==> config.mk <==
export PLATFORM = sky130hd
export DESIGN_NAME = mem_stage
export DESIGN_NICKNAME = d
export VERILOG_FILES = /design/src/rtl/mem_stage.sv
export SDC_FILE = /design/constraint.sdc
export NUM_CORES = 1
export LEC_CHECK = 0
export CORE_ASPECT_RATIO = 1.4
export CORE_MARGIN = 4
export CORE_UTILIZATION = 49
export CTS_BUF_LIST = sky130_fd_sc_hd__clkbuf_2
export CTS_CLUSTER_DIAMETER = 30
export DETAILED_ROUTE_END_ITERATION = 10
export PLACE_DENSITY = 0.94
export SLEW_MARGIN = 20
export SYNTH_ARGS = -nofsm -noshare
export SYNTH_HDL_FRONTEND = slang
export SYNTH_SLANG_ARGS = --single-unit
==> constraint.sdc <==
create_clock -name clk -period 3 [get_ports clk]
set_clock_uncertainty 0.2 [all_clocks]
set_input_delay 0.3 -clock clk [delete_from_list [all_inputs] [get_ports clk]]
set_output_delay 0.3 -clock clk [all_outputs]
set_load 0.005 [all_outputs]
==> src/rtl/mem_stage.sv <==
// Memory pipeline stage: passes ALU results to write-back or runs one data-memory access with ack/timeout.
// Build option MEM_BYTE_ACCESS_EN enables LB/SB byte accesses; without it byte ops raise err.
module mem_stage #(
    parameter int TIMEOUT_CYCLES = 255
) (
    input  logic        clk,
    input  logic        rst,
    input  logic        exValid,
    output logic        exReady,
    input  logic [2:0]  memOp,
    input  logic [31:0] regcData_i,
    input  logic [4:0]  regcAddr_i,
    input  logic        regcWr_i,
    input  logic [31:0] storeData_i,
    output logic        dmReq,
    output logic        dmWe,
    output logic [31:0] dmAddr,
    output logic [31:0] dmWdata,
    output logic [3:0]  dmBe,
    input  logic        dmAck,
    input  logic [31:0] dmRdata,
    output logic [31:0] wbData,
    output logic [4:0]  wbAddr,
    output logic        wbWr,
    output logic        err
);

    typedef enum logic [0:0] {
        IDLE   = 1'b0,
        ACCESS = 1'b1
    } state_t;

    localparam logic [2:0] OP_LW = 3'b001;
    localparam logic [2:0] OP_SW = 3'b010;
    localparam logic [2:0] OP_LB = 3'b011;
    localparam logic [2:0] OP_SB = 3'b100;
    localparam logic [7:0] CNT_LAST = 8'(TIMEOUT_CYCLES - 1);

    // Little-endian byte-lane select with sign extension for LB write-back.
    function automatic logic [31:0] load_byte_sext(input logic [31:0] word, input logic [1:0] lane);
        logic [7:0] b;
        case (lane)
            2'd0:    b = word[7:0];
            2'd1:    b = word[15:8];
            2'd2:    b = word[23:16];
            2'd3:    b = word[31:24];
            default: b = word[7:0];
        endcase
        return {{24{b[7]}}, b};
    endfunction

    state_t      state_q, state_d;
    logic [7:0]  cnt_q, cnt_d;
    logic        dm_req_q, dm_req_d;
    logic        dm_we_q, dm_we_d;
    logic [31:0] dm_addr_q, dm_addr_d;
    logic [31:0] dm_wdata_q, dm_wdata_d;
    logic [3:0]  dm_be_q, dm_be_d;
    logic [31:0] wb_data_q, wb_data_d;
    logic [4:0]  wb_addr_q, wb_addr_d;
    logic        wb_wr_q, wb_wr_d;
    logic        err_q, err_d;
    logic [4:0]  rd_addr_q, rd_addr_d;
    logic        rd_wr_q, rd_wr_d;
    logic        byte_q, byte_d;
    logic [1:0]  lane_q, lane_d;

    logic        op_mem_s, op_store_s, op_byte_s, op_legal_s;

    // Operation decode; legality covers word alignment and byte-op availability.
    always_comb begin
        op_mem_s   = 1'b0;
        op_store_s = 1'b0;
        op_byte_s  = 1'b0;
        op_legal_s = 1'b0;
        case (memOp)
            OP_LW: begin
                op_mem_s   = 1'b1;
                op_legal_s = (regcData_i[1:0] == 2'b00);
            end
            OP_SW: begin
                op_mem_s   = 1'b1;
                op_store_s = 1'b1;
                op_legal_s = (regcData_i[1:0] == 2'b00);
            end
            OP_LB: begin
                op_mem_s  = 1'b1;
                op_byte_s = 1'b1;
`ifdef MEM_BYTE_ACCESS_EN
                op_legal_s = 1'b1;
`else
                op_legal_s = 1'b0;
`endif
            end
            OP_SB: begin
                op_mem_s   = 1'b1;
                op_store_s = 1'b1;
                op_byte_s  = 1'b1;
`ifdef MEM_BYTE_ACCESS_EN
                op_legal_s = 1'b1;
`else
                op_legal_s = 1'b0;
`endif
            end
            default: begin
                op_mem_s = 1'b0;
            end
        endcase
    end

    // Next-state logic: acceptance in IDLE, ack/timeout resolution in ACCESS (ack wins).
    always_comb begin
        state_d    = state_q;
        cnt_d      = cnt_q;
        dm_req_d   = dm_req_q;
        dm_we_d    = dm_we_q;
        dm_addr_d  = dm_addr_q;
        dm_wdata_d = dm_wdata_q;
        dm_be_d    = dm_be_q;
        wb_data_d  = wb_data_q;
        wb_addr_d  = wb_addr_q;
        wb_wr_d    = 1'b0;
        err_d      = 1'b0;
        rd_addr_d  = rd_addr_q;
        rd_wr_d    = rd_wr_q;
        byte_d     = byte_q;
        lane_d     = lane_q;
        case (state_q)
            IDLE: begin
                if (exValid) begin
                    if (!op_mem_s) begin
                        wb_data_d = regcData_i;
                        wb_addr_d = regcAddr_i;
                        wb_wr_d   = regcWr_i;
                    end else if (op_legal_s) begin
                        state_d    = ACCESS;
                        cnt_d      = 8'd0;
                        dm_req_d   = 1'b1;
                        dm_we_d    = op_store_s;
                        dm_addr_d  = {regcData_i[31:2], 2'b00};
                        dm_wdata_d = op_byte_s ? {4{storeData_i[7:0]}} : storeData_i;
                        dm_be_d    = op_byte_s ? (4'b0001 << regcData_i[1:0]) : 4'b1111;
                        rd_addr_d  = regcAddr_i;
                        rd_wr_d    = regcWr_i;
                        byte_d     = op_byte_s;
                        lane_d     = regcData_i[1:0];
                    end else begin
                        err_d = 1'b1;
                    end
                end else begin
                    state_d = IDLE;
                end
            end
            ACCESS: begin
                if (dmAck) begin
                    state_d  = IDLE;
                    dm_req_d = 1'b0;
                    if (!dm_we_q) begin
                        wb_data_d = byte_q ? load_byte_sext(dmRdata, lane_q) : dmRdata;
                        wb_addr_d = rd_addr_q;
                        wb_wr_d   = rd_wr_q;
                    end else begin
                        wb_wr_d = 1'b0;
                    end
                end else if (cnt_q == CNT_LAST) begin
                    state_d  = IDLE;
                    dm_req_d = 1'b0;
                    err_d    = 1'b1;
                end else begin
                    cnt_d = cnt_q + 8'd1;
                end
            end
            default: begin
                state_d  = IDLE;
                dm_req_d = 1'b0;
            end
        endcase
    end

    // State and output registers with synchronous reset; reset also abandons any access.
    always_ff @(posedge clk) begin
        if (rst) begin
            state_q    <= IDLE;
            cnt_q      <= 8'd0;
            dm_req_q   <= 1'b0;
            dm_we_q    <= 1'b0;
            dm_addr_q  <= 32'd0;
            dm_wdata_q <= 32'd0;
            dm_be_q    <= 4'b0000;
            wb_data_q  <= 32'd0;
            wb_addr_q  <= 5'd0;
            wb_wr_q    <= 1'b0;
            err_q      <= 1'b0;
            rd_addr_q  <= 5'd0;
            rd_wr_q    <= 1'b0;
            byte_q     <= 1'b0;
            lane_q     <= 2'd0;
        end else begin
            state_q    <= state_d;
            cnt_q      <= cnt_d;
            dm_req_q   <= dm_req_d;
            dm_we_q    <= dm_we_d;
            dm_addr_q  <= dm_addr_d;
            dm_wdata_q <= dm_wdata_d;
            dm_be_q    <= dm_be_d;
            wb_data_q  <= wb_data_d;
            wb_addr_q  <= wb_addr_d;
            wb_wr_q    <= wb_wr_d;
            err_q      <= err_d;
            rd_addr_q  <= rd_addr_d;
            rd_wr_q    <= rd_wr_d;
            byte_q     <= byte_d;
            lane_q     <= lane_d;
        end
    end

    assign exReady = (state_q == IDLE);
    assign dmReq   = dm_req_q;
    assign dmWe    = dm_we_q;
    assign dmAddr  = dm_addr_q;
    assign dmWdata = dm_wdata_q;
    assign dmBe    = dm_be_q;
    assign wbData  = wb_data_q;
    assign wbAddr  = wb_addr_q;
    assign wbWr    = wb_wr_q;
    assign err     = err_q;

endmodule
Yosys cells after proc, flatten, opt, wreduce, memory -nomap -nowiden:

Cells that the tools add are included.

* bits in writable memories: 0
* word-level logic and storage cells: 92
* output and inout bits: 110
* latch bits: 0
* memories: 0
* input port bits: 109
* register bits: 125
* bits in read-only memories: 0

* mux-type cells: 47
* $mul: 0
* divide/modulo/power cells: 0
* add/subtract/negate cells: 1
* reduce and logical (&&, ||, !) cells: 10
* eq/ne operators: 17
* $lt $le $gt $ge: 0
* bitwise gates (word level): 1
* shift operators: 1

Operator list (count)
* 32-bit 2-to-1 mux: 6
* 32-bit case mux with 2 select lines: 1
* 8-bit 2-to-1 mux: 5
* 8-bit case mux with 4 select lines: 1
* 1-bit 2-to-1 mux: 23
* 5-bit 2-to-1 mux: 4
* 8-bit case mux with 2 select lines: 1
* 2-bit != test, second input constant: 6
* 4-bit AND reduction: 3
* 5-bit case mux with 2 select lines: 1
* 8-bit by 1-bit adder with 8-bit output, second input constant: 1
* 8-bit equality test, second input constant: 1
* 1-bit case mux with 2 select lines: 4
* 3-bit by 2-bit equality test with 1-bit output, second input constant: 2
* 2-bit OR reduction: 3
* 5-bit AND reduction: 1
* 2-bit equality test, second input constant: 2
* 2-bit zero test: 2
* 4-bit 2-to-1 mux: 1
* 2-bit by 1-bit != test with 1-bit output, second input constant: 2
* 4-bit OR reduction: 1
* 1-bit by 2-bit left shift with 4-bit output, first input constant: 1
* 3-bit by 1-bit equality test with 1-bit output, second input constant: 1
* 3-bit equality test, second input constant: 1
* other kinds (3): 3

Logic depth before layout (Yosys ltp):

Gate-level depths: netlist (run 1).

* depth in word-level cells: 7
* depth in mapped cells: 8
* gate-level depth less buffers: 6

Worst setup path before layout (run 1):

OpenSTA, ideal clock, no wires.

* path kind: input port to flip-flop
* start point: in memOp[2]
* end point: reg wb_data_q[0] (netlist: wbData[0])
* arrival time: 1.339 ns
* library setup time: 0.132 ns
* stages: 6
* buffers on the path: 2
* slack: 1.328 ns
* data required time: 2.668 ns
* cell sequence: or3_4 -> a21o_1 -> buf_4 -> nand2_1 -> buf_4 -> a311oi_1

* longest elaborated chain between the ends: 5
* elaborated cells on any way between the ends: 8
* classes of those cells: eq/ne: 5; mux: 1; reduce/logical: 2

Ends and longest elaborated chain
* from (decl): line 10 `input logic [2:0] memOp,`
* 3-bit equality test (tied with other cells): line 76 `case (memOp)`
* 4-bit OR reduction (no source line) *
* 1-bit 2-to-1 mux *: line 76
* 2-bit != test (no source line) *
* 4-bit AND reduction (no source line) *
* to (signal assigned): line 206 `wb_data_q <= wb_data_d;`
* to (decl): line 59 `logic [31:0] wb_data_q, wb_data_d;`

Mark *: on every way between the ends. The rest lies on a longest branch, timed or not.
A chain may end at the register's enable or synchronous reset.

Final worst setup path (run 1):

* start point: reg state_q
* end point: out exReady

* longest elaborated chain between the ends: 1

Ends and longest elaborated chain
* from (decl): line 52 `state_t state_q, state_d;`
* from (signal assigned): line 199 `state_q <= state_d;`
* 1-bit inverter (no source line)
* to (decl): line 9 `output logic exReady,`

Every way passes these cells.

==> results of run 1 <==
[logic make-up after synthesis]
family                     Yosys count
DFF                                125
muxes                               18
AOI/OAI and AO/OA                  196
and+or+nand+nor                    289
buffers and inverters               67
xor gates and xnor gates             2
other                                1
adders and majority gates            2
[cell usage in the layout (no fill, tap or decap), types with 3 or more instances in the layout]
master / count
sky130_fd_sc_hd__a211oi_1: 5
sky130_fd_sc_hd__a21oi_1: 130
sky130_fd_sc_hd__a2bb2oi_1: 7
sky130_fd_sc_hd__a311oi_1: 6
sky130_fd_sc_hd__and2_1: 3
sky130_fd_sc_hd__buf_4: 15
sky130_fd_sc_hd__clkbuf_2: 18
sky130_fd_sc_hd__clkdlybuf4s50_1: 215
sky130_fd_sc_hd__clkinv_1: 4
sky130_fd_sc_hd__clkinv_4: 4
sky130_fd_sc_hd__clkinvlp_4: 4
sky130_fd_sc_hd__dfxtp_1: 124
sky130_fd_sc_hd__dlygate4sd3_1: 60
sky130_fd_sc_hd__mux2i_1: 18
sky130_fd_sc_hd__nand2_1: 104
sky130_fd_sc_hd__nand2b_1: 9
sky130_fd_sc_hd__nand3_1: 33
sky130_fd_sc_hd__nand4_1: 3
sky130_fd_sc_hd__nor2_1: 63
sky130_fd_sc_hd__nor2b_1: 27
sky130_fd_sc_hd__nor3_1: 22
sky130_fd_sc_hd__nor3_2: 15
sky130_fd_sc_hd__o211ai_1: 26
sky130_fd_sc_hd__o221ai_1: 7
[registers in the layout (all words and copies together), names as in the netlist, 2 cells and up]
signal	flops
dmWdata	32
wbData	32
lane_q	2
cnt_q	8
rd_addr_q	5
dmAddr	30
dmBe	4
wbAddr	5
[per-layer routing]
| metal | wire length (um) | vias to the layer above |
|---|---|---|
| met5 | 0 | - |
| met4 | 918 | 0 |
| met3 | 1760 | 70 |
| met2 | 10300 | 348 |
| met1 | 7360 | 2935 |
| li1 | - | 2931 |
[cell type report]
cell class	count	area (um2)
flip-flops and latches	125	2500
multi-input cells	509	2810
repair buffers	291	2890
well taps	144	180
clock inverters	14	146
clock buffers	18	90.1
inverters	4	15.0
diodes	2	5.00
fillers	769	2700
[stage by stage]
step                std cells  total power, uW  utilization (%)  cell area [um2]
finish                   1107             3390             76.2             8640
global route             1106             3520             76.2             8640
CTS                      1105             3400             76.2             8630
detailed placement       1013             2290             68.8             7800
global placement         1013             2280             68.8             7800
floorplan                 701             1980                -             5670
[worst max-delay path, delay by kind of cell (launching register included)]
| kind | cells | cell delay, ps |
|---|---|---|
| buffers and inverters | 2 | 900 |
| DFF | 1 | 540 |
[timing repair]
| item | in CTS | in global routing |
|---|---|---|
| hold buffers | 60 | 0 |
| hold endpoints to repair | 69 | 0 |
| setup endpoints to repair | 0 | 0 |
[where the power goes]
group,internal [uW],switching [uW]
Combinational,340,255
Clock,383,673
Sequential,1710,27.7
Total,2440,955
[worst max path at each step]
stage,startpoint,to,depth (start not counted)
floorplan,memOp[2],wbData[0]$_SDFFE_PP0P_,6
global placement,memOp[1],wbData[3]$_SDFFE_PP0P_,5
detailed placement,memOp[1],wbData[2]$_SDFFE_PP0P_,5
CTS,state_q$_SDFF_PP0_,exReady,2
global route,state_q$_SDFF_PP0_,exReady,2
finish,state_q$_SDFF_PP0_,exReady,2
==> run summary, run 1 <==
The routed design has 20.3 mm of wire. The fraction of synthesized cell area in xor and xnor cells is 0.442%. The number of sinks on the clock net is 125.

The peak fanout along the critical path is 12. The fraction of the mapped netlist area in simple logic gates came out at 24.5%. The post-route worst setup slack came out at 413 ps. The number of search-and-repair iterations in the first detailed-routing pass is 5. The number of gates resized after cts came out at 0. The maximum number of pins on one net before global-route repair came out at 58.

The share of the clock period used by the worst path came out at 86.2%. The critical setup path kind is flop to output pin. Buffers added to address setup during post-CTS repair amount to 0.

The number of global-route vias before repair is 6201. The hold-critical path depth is 3. The endpoint identified for the worst register-to-register timing path is dmAddr[18]$_SDFFE_PP0P_. By count the netlist is led by sky130_fd_sc_hd__a21oi_1 (131), sky130_fd_sc_hd__dfxtp_1 (125), sky130_fd_sc_hd__nand2_1 (104), sky130_fd_sc_hd__nor2_1 (63), sky130_fd_sc_hd__nand3_1 (34). The compound-gate portion of the synthesized area is 20.8%. The post-layout minimum cycle time is 2590 ps. The average cell area after synthesis came out at 8.10 um2. The sum of net half-perimeters after detailed placement came out at 12.7 mm. For this run, asynchronously set or reset flops after synthesis account for 0%.

Based on the critical path, the design can be clocked at up to 387 MHz. The sequential fraction of the synthesis area is 44.2%. The horizontal extent of the die is 98.9 um. The worst-case headroom to the max-slew limit is 40.7%.

The global routing stage identified its most utilized layer as met2. Summing the areas of all fa, ha and maj instances in the mapped netlist gives 0.442% of the synthesized area. The warning count from the yosys run came out at 0. After synthesis the cells add up to 5670 um2.

The global-route met3 utilization came out at 7.88%. Among all stages on the critical path, the largest delay is contributed by sky130_fd_sc_hd__clkdlybuf4s50_1. CTS built an H-tree with a depth of 4. The final-report max-slew violation count is 0. The placeable core region came out at 11300 um2. Setup repair after global routing left no endpoint under its margin.

For this run the aggregate overflow at the end of global routing stands at 0. The number of synthesized flops with an enable pin is 0. At the end of routability-driven placement, the weighted congestion stood at 0.893. The worst vdd rail ir drop is 0.315 mV. For this run, the leading register cell type out of synthesis is sky130_fd_sc_hd__dfxtp_1.

The worst register-to-register path begins at state_q$_SDFF_PP0_. Of all cell types, the one taking the most synthesized area is sky130_fd_sc_hd__dfxtp_1. TritonCTS created 17 clock buffers. The via count came out at 6284.

In this run the power density over the cells is 393 nW/um2. The critical hold path startpoint is storeData_i[20]. The tree is rooted in a sky130_fd_sc_hd__clkbuf_2. The final layout net count is 1059. The iteration-0 DRC count of the detailed router came out at 444. Yosys attributes the largest share of cell area to sky130_fd_sc_hd__dfxtp_1 (44%), sky130_fd_sc_hd__a21oi_1 (12%), sky130_fd_sc_hd__nand2_1 (6.9%). The critical path capture point type is an output pin. The die covers 13400 um2.

The post-synthesis register bit count is 125. From synthesis to final layout, the design area changed by 52.4%. The fraction of final layout cells with drive strength greater than 1 came out at 7.28%. The number of vias per cell came out at 5.68. The number of antenna violations at the first check in global routing came to 1.

The post-synthesis cell count came out at 700. The hold slack is 49.8 ps. For met2 alone, demand over resource in global routing was 51.4%. In this run the static leakage power is 0.00299 uW. The final routed wire length divided by cell count is 18.3 um.

The number of top-level design ports is 219. TritonCTS built the clock tree. The global-route track usage on met1 is 33.1%. The setup slack of the worst register-to-register path is 690 ps. The number of routed nets with antenna violations is 0.

Adding up every negative setup slack in the final design gives 0 ps. The hold path endpoint is dmWdata[20]$_SDFFE_PP0P_. Among all cell types in the netlist, the one instantiated most often is sky130_fd_sc_hd__a21oi_1. The distinct cell type count after synthesis is 45.

The DRC violation count after routing is 0. In the global route stage, overall resource usage came out at 29.4%. Clock-pin slew was measured on the worst setup and hold paths at 200 ps.

At the worst endpoint, the arrival time is 2090 ps. The starting density of the core is 50.0%. The worst-skew pair later-pin latency is 670 ps.

The length in cells of the worst reg-to-reg path is 6. At the pin with the least slew margin, the transition time is 886 ps. The buffer depth of the longest clock path came out at 2.

The count of buffers added on input and output ports is 216. The main combinational cell family by area after synthesis is simple AND/OR/NAND/NOR gates. The delay of the slowest critical-path stage is 560 ps. The share of cell area taken by muxes after synthesis is 3.18%. Data on the critical path is required at its endpoint by 2500 ps.

The wire length of the first global-routing pass came out at 31.5 mm. The number of hold violations in the final report came out at 0. The standard-cell row count came out at 46. The top cell type's share of synthesized area is 44.2%. The class of the most critical hold timing path is input port to flop. The pre-CTS setup slack is 468 ps. STA classifies the critical path startpoint as a flop.

The max-cap check violation count came out at 0. The flow ran to the end, and the final reports show no timing, DRC or antenna violations. The die height is 135 um. The critical path goes through clkinv_1, clkdlybuf4s50_1. The number of failing setup endpoints in the final timing report is 0.
No activity file was read; power rests on OpenSTA's default activity.
==> inputs of run 2 (changes only) <==
--- a/config.mk
+++ b/config.mk
@@ -6,7 +6,6 @@
 export NUM_CORES = 1
 export LEC_CHECK = 0
 export CORE_ASPECT_RATIO = 1.4
-export CORE_MARGIN = 4
 export CORE_UTILIZATION = 49
 export CTS_BUF_LIST = sky130_fd_sc_hd__clkbuf_2
 export CTS_CLUSTER_DIAMETER = 30
==> run 2 against run 1 <==
Effect of this change:
- hold slack got worse by 9.7 ps
- final cell count is 0.27% lower
- sequential power about the same
- sequential share of layout area grew 0.079 points
- wire length decreased by 1.4%
- first-iteration DRC count fell by 13%
- combinational power is 1% lower
- register-to-register slack got worse by 170 ps
- power shrank 0.18%
- worst setup slack got worse by 260 ps
- core utilization is 0.26 points higher
- non-clock buffer count decreased by 2
- critical path type is now input port to flop
==> run summary, run 2 (same netlist as run 1, synthesis figures left out) <==
The overflow left after global routing came to 0 (unchanged). STA classifies the critical path endpoint as a flop. Setup repair after global routing left no endpoint under its margin.

The total routed wire length on the met1 layer is 7.23 mm (-1.8%). The total met2 wirelength after detailed routing was 10.2 mm (-0.71%). The routability congestion estimate from global placement came to 0.894 (+0.12%). The post-route setup TNS was 0 ps (unchanged). The critical path data required time is 3450 ps (+950 ps). STA classifies the critical path startpoint as an input port. The number of failing setup endpoints in the final timing report is 0 (unchanged). The peak fanout along the critical path came to 22 (+10). The starting density of the core is 50.2% (+0.26 points). The worst-case headroom to the max-slew limit came to 41.8% (+1.1 points). The worst vdd rail ir drop came out at 0.385 mV (+22%). The standby leakage power is 0.00298 uW (-0.31%).

The overall track demand over capacity in global routing is 32.6% (+3.2 points). The total die area came out at 12000 um2 (-10%). In this run the worst setup path terminates at dmAddr[10]$_SDFFE_PP0P_. The number of top-level design ports came out at 219 (unchanged). The die height is 129 um (-4.4%). The maximum number of pins on one net before global-route repair came to 51 (-12%). The highest metal layer carrying signal wires in the routed design is met4. The wire length reported by the detailed router came out at 20.0 mm (-1.4%). The number of routed nets with antenna violations is 0 (unchanged). The number of search-and-repair iterations in the first detailed-routing pass came out at 5 (unchanged). The DRC violation count after routing is 0 (unchanged). The worst register-to-register path begins at state_q$_SDFF_PP0_.

The via count came out at 6307 (+0.37%). TritonCTS built the clock tree. The post-layout minimum cycle time is 2840 ps (+258 ps). The number of hold violations in the final report came to 0 (unchanged). The final layout net count is 1057 (-0.19%). The most common cell after layout, fill and taps aside is sky130_fd_sc_hd__clkdlybuf4s50_1. The met3 routed wirelength came out at 1.57 mm (-11%). The run finished with clean final reports. The slew at the pin closest to its max-slew limit is 869 ps (-16.5 ps). The worst-skew pair later-pin latency is 680 ps (about the same).

The number of fillers in the final layout is 778 (+1.2%). The setup slack of the worst register-to-register path is 520 ps (-170 ps). The sum of net half-perimeters after detailed placement is 12.7 mm (+0.13%). The endpoint arrival time on the critical path is 3290 ps (+1200 ps). The final design area excluding fillers was 8620 um2 (-0.17%). The critical path in this run is classified as input port to flop. In this run the worst hold path is classified as input port to flop. Clock tree synthesis selected as its root buffer the cell sky130_fd_sc_hd__clkbuf_2.

The placement-stage cell area is 7820 um2 (+0.26%). The max-cap check violation count came out at 0 (unchanged). The total number of H-tree levels came out at 4 (unchanged). The number of global-route vias before repair came out at 6398 (+3.2%). The start point of the critical path is regcData_i[1]. The standard-cell row count came out at 46 (unchanged).

The growth of design area from synthesis to finish came out at 52.2%. The final core utilization is 76.5% (+0.26 points). The total power divided by cell area is 393 nW/um2 (about the same). The number of post-CTS setup repair buffers came out at 0 (unchanged). The horizontal extent of the die was 92.9 um (-6.1%). The count of port buffers added during placement came to 216 (unchanged). The upper clock frequency limit came out at 352 MHz (-9.1%). The share of the clock period used by the worst path came to 94.8% (+8.6 points). The top cell types in the final layout, fill and taps aside, are sky130_fd_sc_hd__clkdlybuf4s50_1 (215), sky130_fd_sc_hd__a21oi_1 (130), sky130_fd_sc_hd__dfxtp_1 (124), sky130_fd_sc_hd__nand2_1 (104), sky130_fd_sc_hd__nor2_1 (63).

The iteration-0 DRC count of the detailed router is 386 (-13%). The number of sinks on the clock net came out at 125 (unchanged). The number of buffers created by CTS was 17 (unchanged). The number of antenna violations at the first check in global routing was 1 (unchanged). The wire length of the first global-routing pass is 30.5 mm (-3.3%). The buffer depth of the longest clock path came out at 2 (unchanged). The number of vias per cell came out at 5.71 (+0.64%). The length in cells of the worst reg-to-reg path is 6 (unchanged).

The capturing point of the worst reg2reg path is dmAddr[10]$_SDFFE_PP0P_. The final-report max-slew violation count is 0 (unchanged). The fraction of final layout cells with drive strength greater than 1 came out at 7.40% (+0.12 points). The clock input transition at the sequential cells of the worst setup and hold paths came to 210 ps (about the same).

The final routed wire length divided by cell count came out at 18.1 um (-1.2%). The placeable core region is 11300 um2 (-0.51%).
## run 2: cell types whose count changed in the layout (fill, tap and decap cells not counted), sizes merged
cell / change
buf: +1
clkbuf: -1
clkinv: -1
clkinvlp: +1
diode: -1
dlygate4sd3: -3
inv: +1
## run 2: final cells by class
| type | instances | area (um2) | area share (%) |
|---|---|---|---|
| inverters | 4 | 15.0 | 0.174 |
| clock inverters | 15 | 146 | 1.70 |
| clock buffers | 17 | 85.1 | 0.987 |
| diodes | 1 | 2.50 | 0.0290 |
| multi-input cells | 509 | 2810 | 32.6 |
| repair buffers | 289 | 2880 | 33.3 |
| flip-flops and latches | 125 | 2510 | 29.1 |
| well taps | 144 | 180 | 2.09 |
## run 2: power breakdown
group	switching, uW	internal (uW)	total [uW]
Sequential	31.2	1710	1740
Combinational	249	338	586
Clock	680	375	1050
Total	960	2430	3390
## run 2: metrics by stage
stage	hold WS, ps	setup slack (ps)	total power, uW	instances
6_report	40.1	155	3390	1104
5_1_grt	20.1	58.3	3520	1104
4_1_cts	1.76	35.4	3370	1103
2_1_floorplan	236	1330	1980	701
3_3_place_gp	241	506	2280	1014
3_5_place_dp	245	376	2290	1014
## run 2: critical path, cell delays in order
cell and delay (ps):
sky130_fd_sc_hd__dlygate4sd3_1 540, sky130_fd_sc_hd__clkdlybuf4s50_1 450, sky130_fd_sc_hd__nor3_1 480, sky130_fd_sc_hd__and3_2 520, sky130_fd_sc_hd__buf_12 220, sky130_fd_sc_hd__nand2_1 70, sky130_fd_sc_hd__a21oi_1 130, sky130_fd_sc_hd__dlygate4sd3_1 560
## run 2: per-layer routing
metal  up-vias  GRT usage (%)
li1       2935              -
met1      2963           33.5
met2       323           58.8
met3        86           8.92
met4         0           19.5
met5         -              0
## run 2: timing repair
| action | CTS | global route |
|---|---|---|
| hold buffers | 57 | 0 |
| endpoints found under the setup margin | 0 | 1 |
| endpoints found under the hold margin | 74 | 0 |
| gates resized for setup | 0 | 1 |
## run 2: how the worst min path moves through the flow
stage | from | to | cells past startpoint
2_1_floorplan | regcAddr_i[0] | rd_addr_q[0]$_SDFFE_PP0P_ | 2
3_3_place_gp | dmWdata[5]$_SDFFE_PP0P_ | dmWdata[5]$_SDFFE_PP0P_ | 2
3_5_place_dp | dmAddr[10]$_SDFFE_PP0P_ | dmAddr[10]$_SDFFE_PP0P_ | 2
4_1_cts | storeData_i[23] | dmWdata[23]$_SDFFE_PP0P_ | 3
5_1_grt | storeData_i[18] | dmWdata[18]$_SDFFE_PP0P_ | 3
6_report | storeData_i[30] | dmWdata[30]$_SDFFE_PP0P_ | 3
==> inputs of run 3 (changes only) <==
--- a/config.mk
+++ b/config.mk
@@ -5,6 +5,7 @@
 export SDC_FILE = /design/constraint.sdc
 export NUM_CORES = 1
 export LEC_CHECK = 0
+export ABC_AREA = 0
 export CORE_ASPECT_RATIO = 1.4
 export CORE_UTILIZATION = 49
 export CTS_BUF_LIST = sky130_fd_sc_hd__clkbuf_2
==> results of run 3 <==
No change in the layout: final DEF, timing and power equal those of run 2.
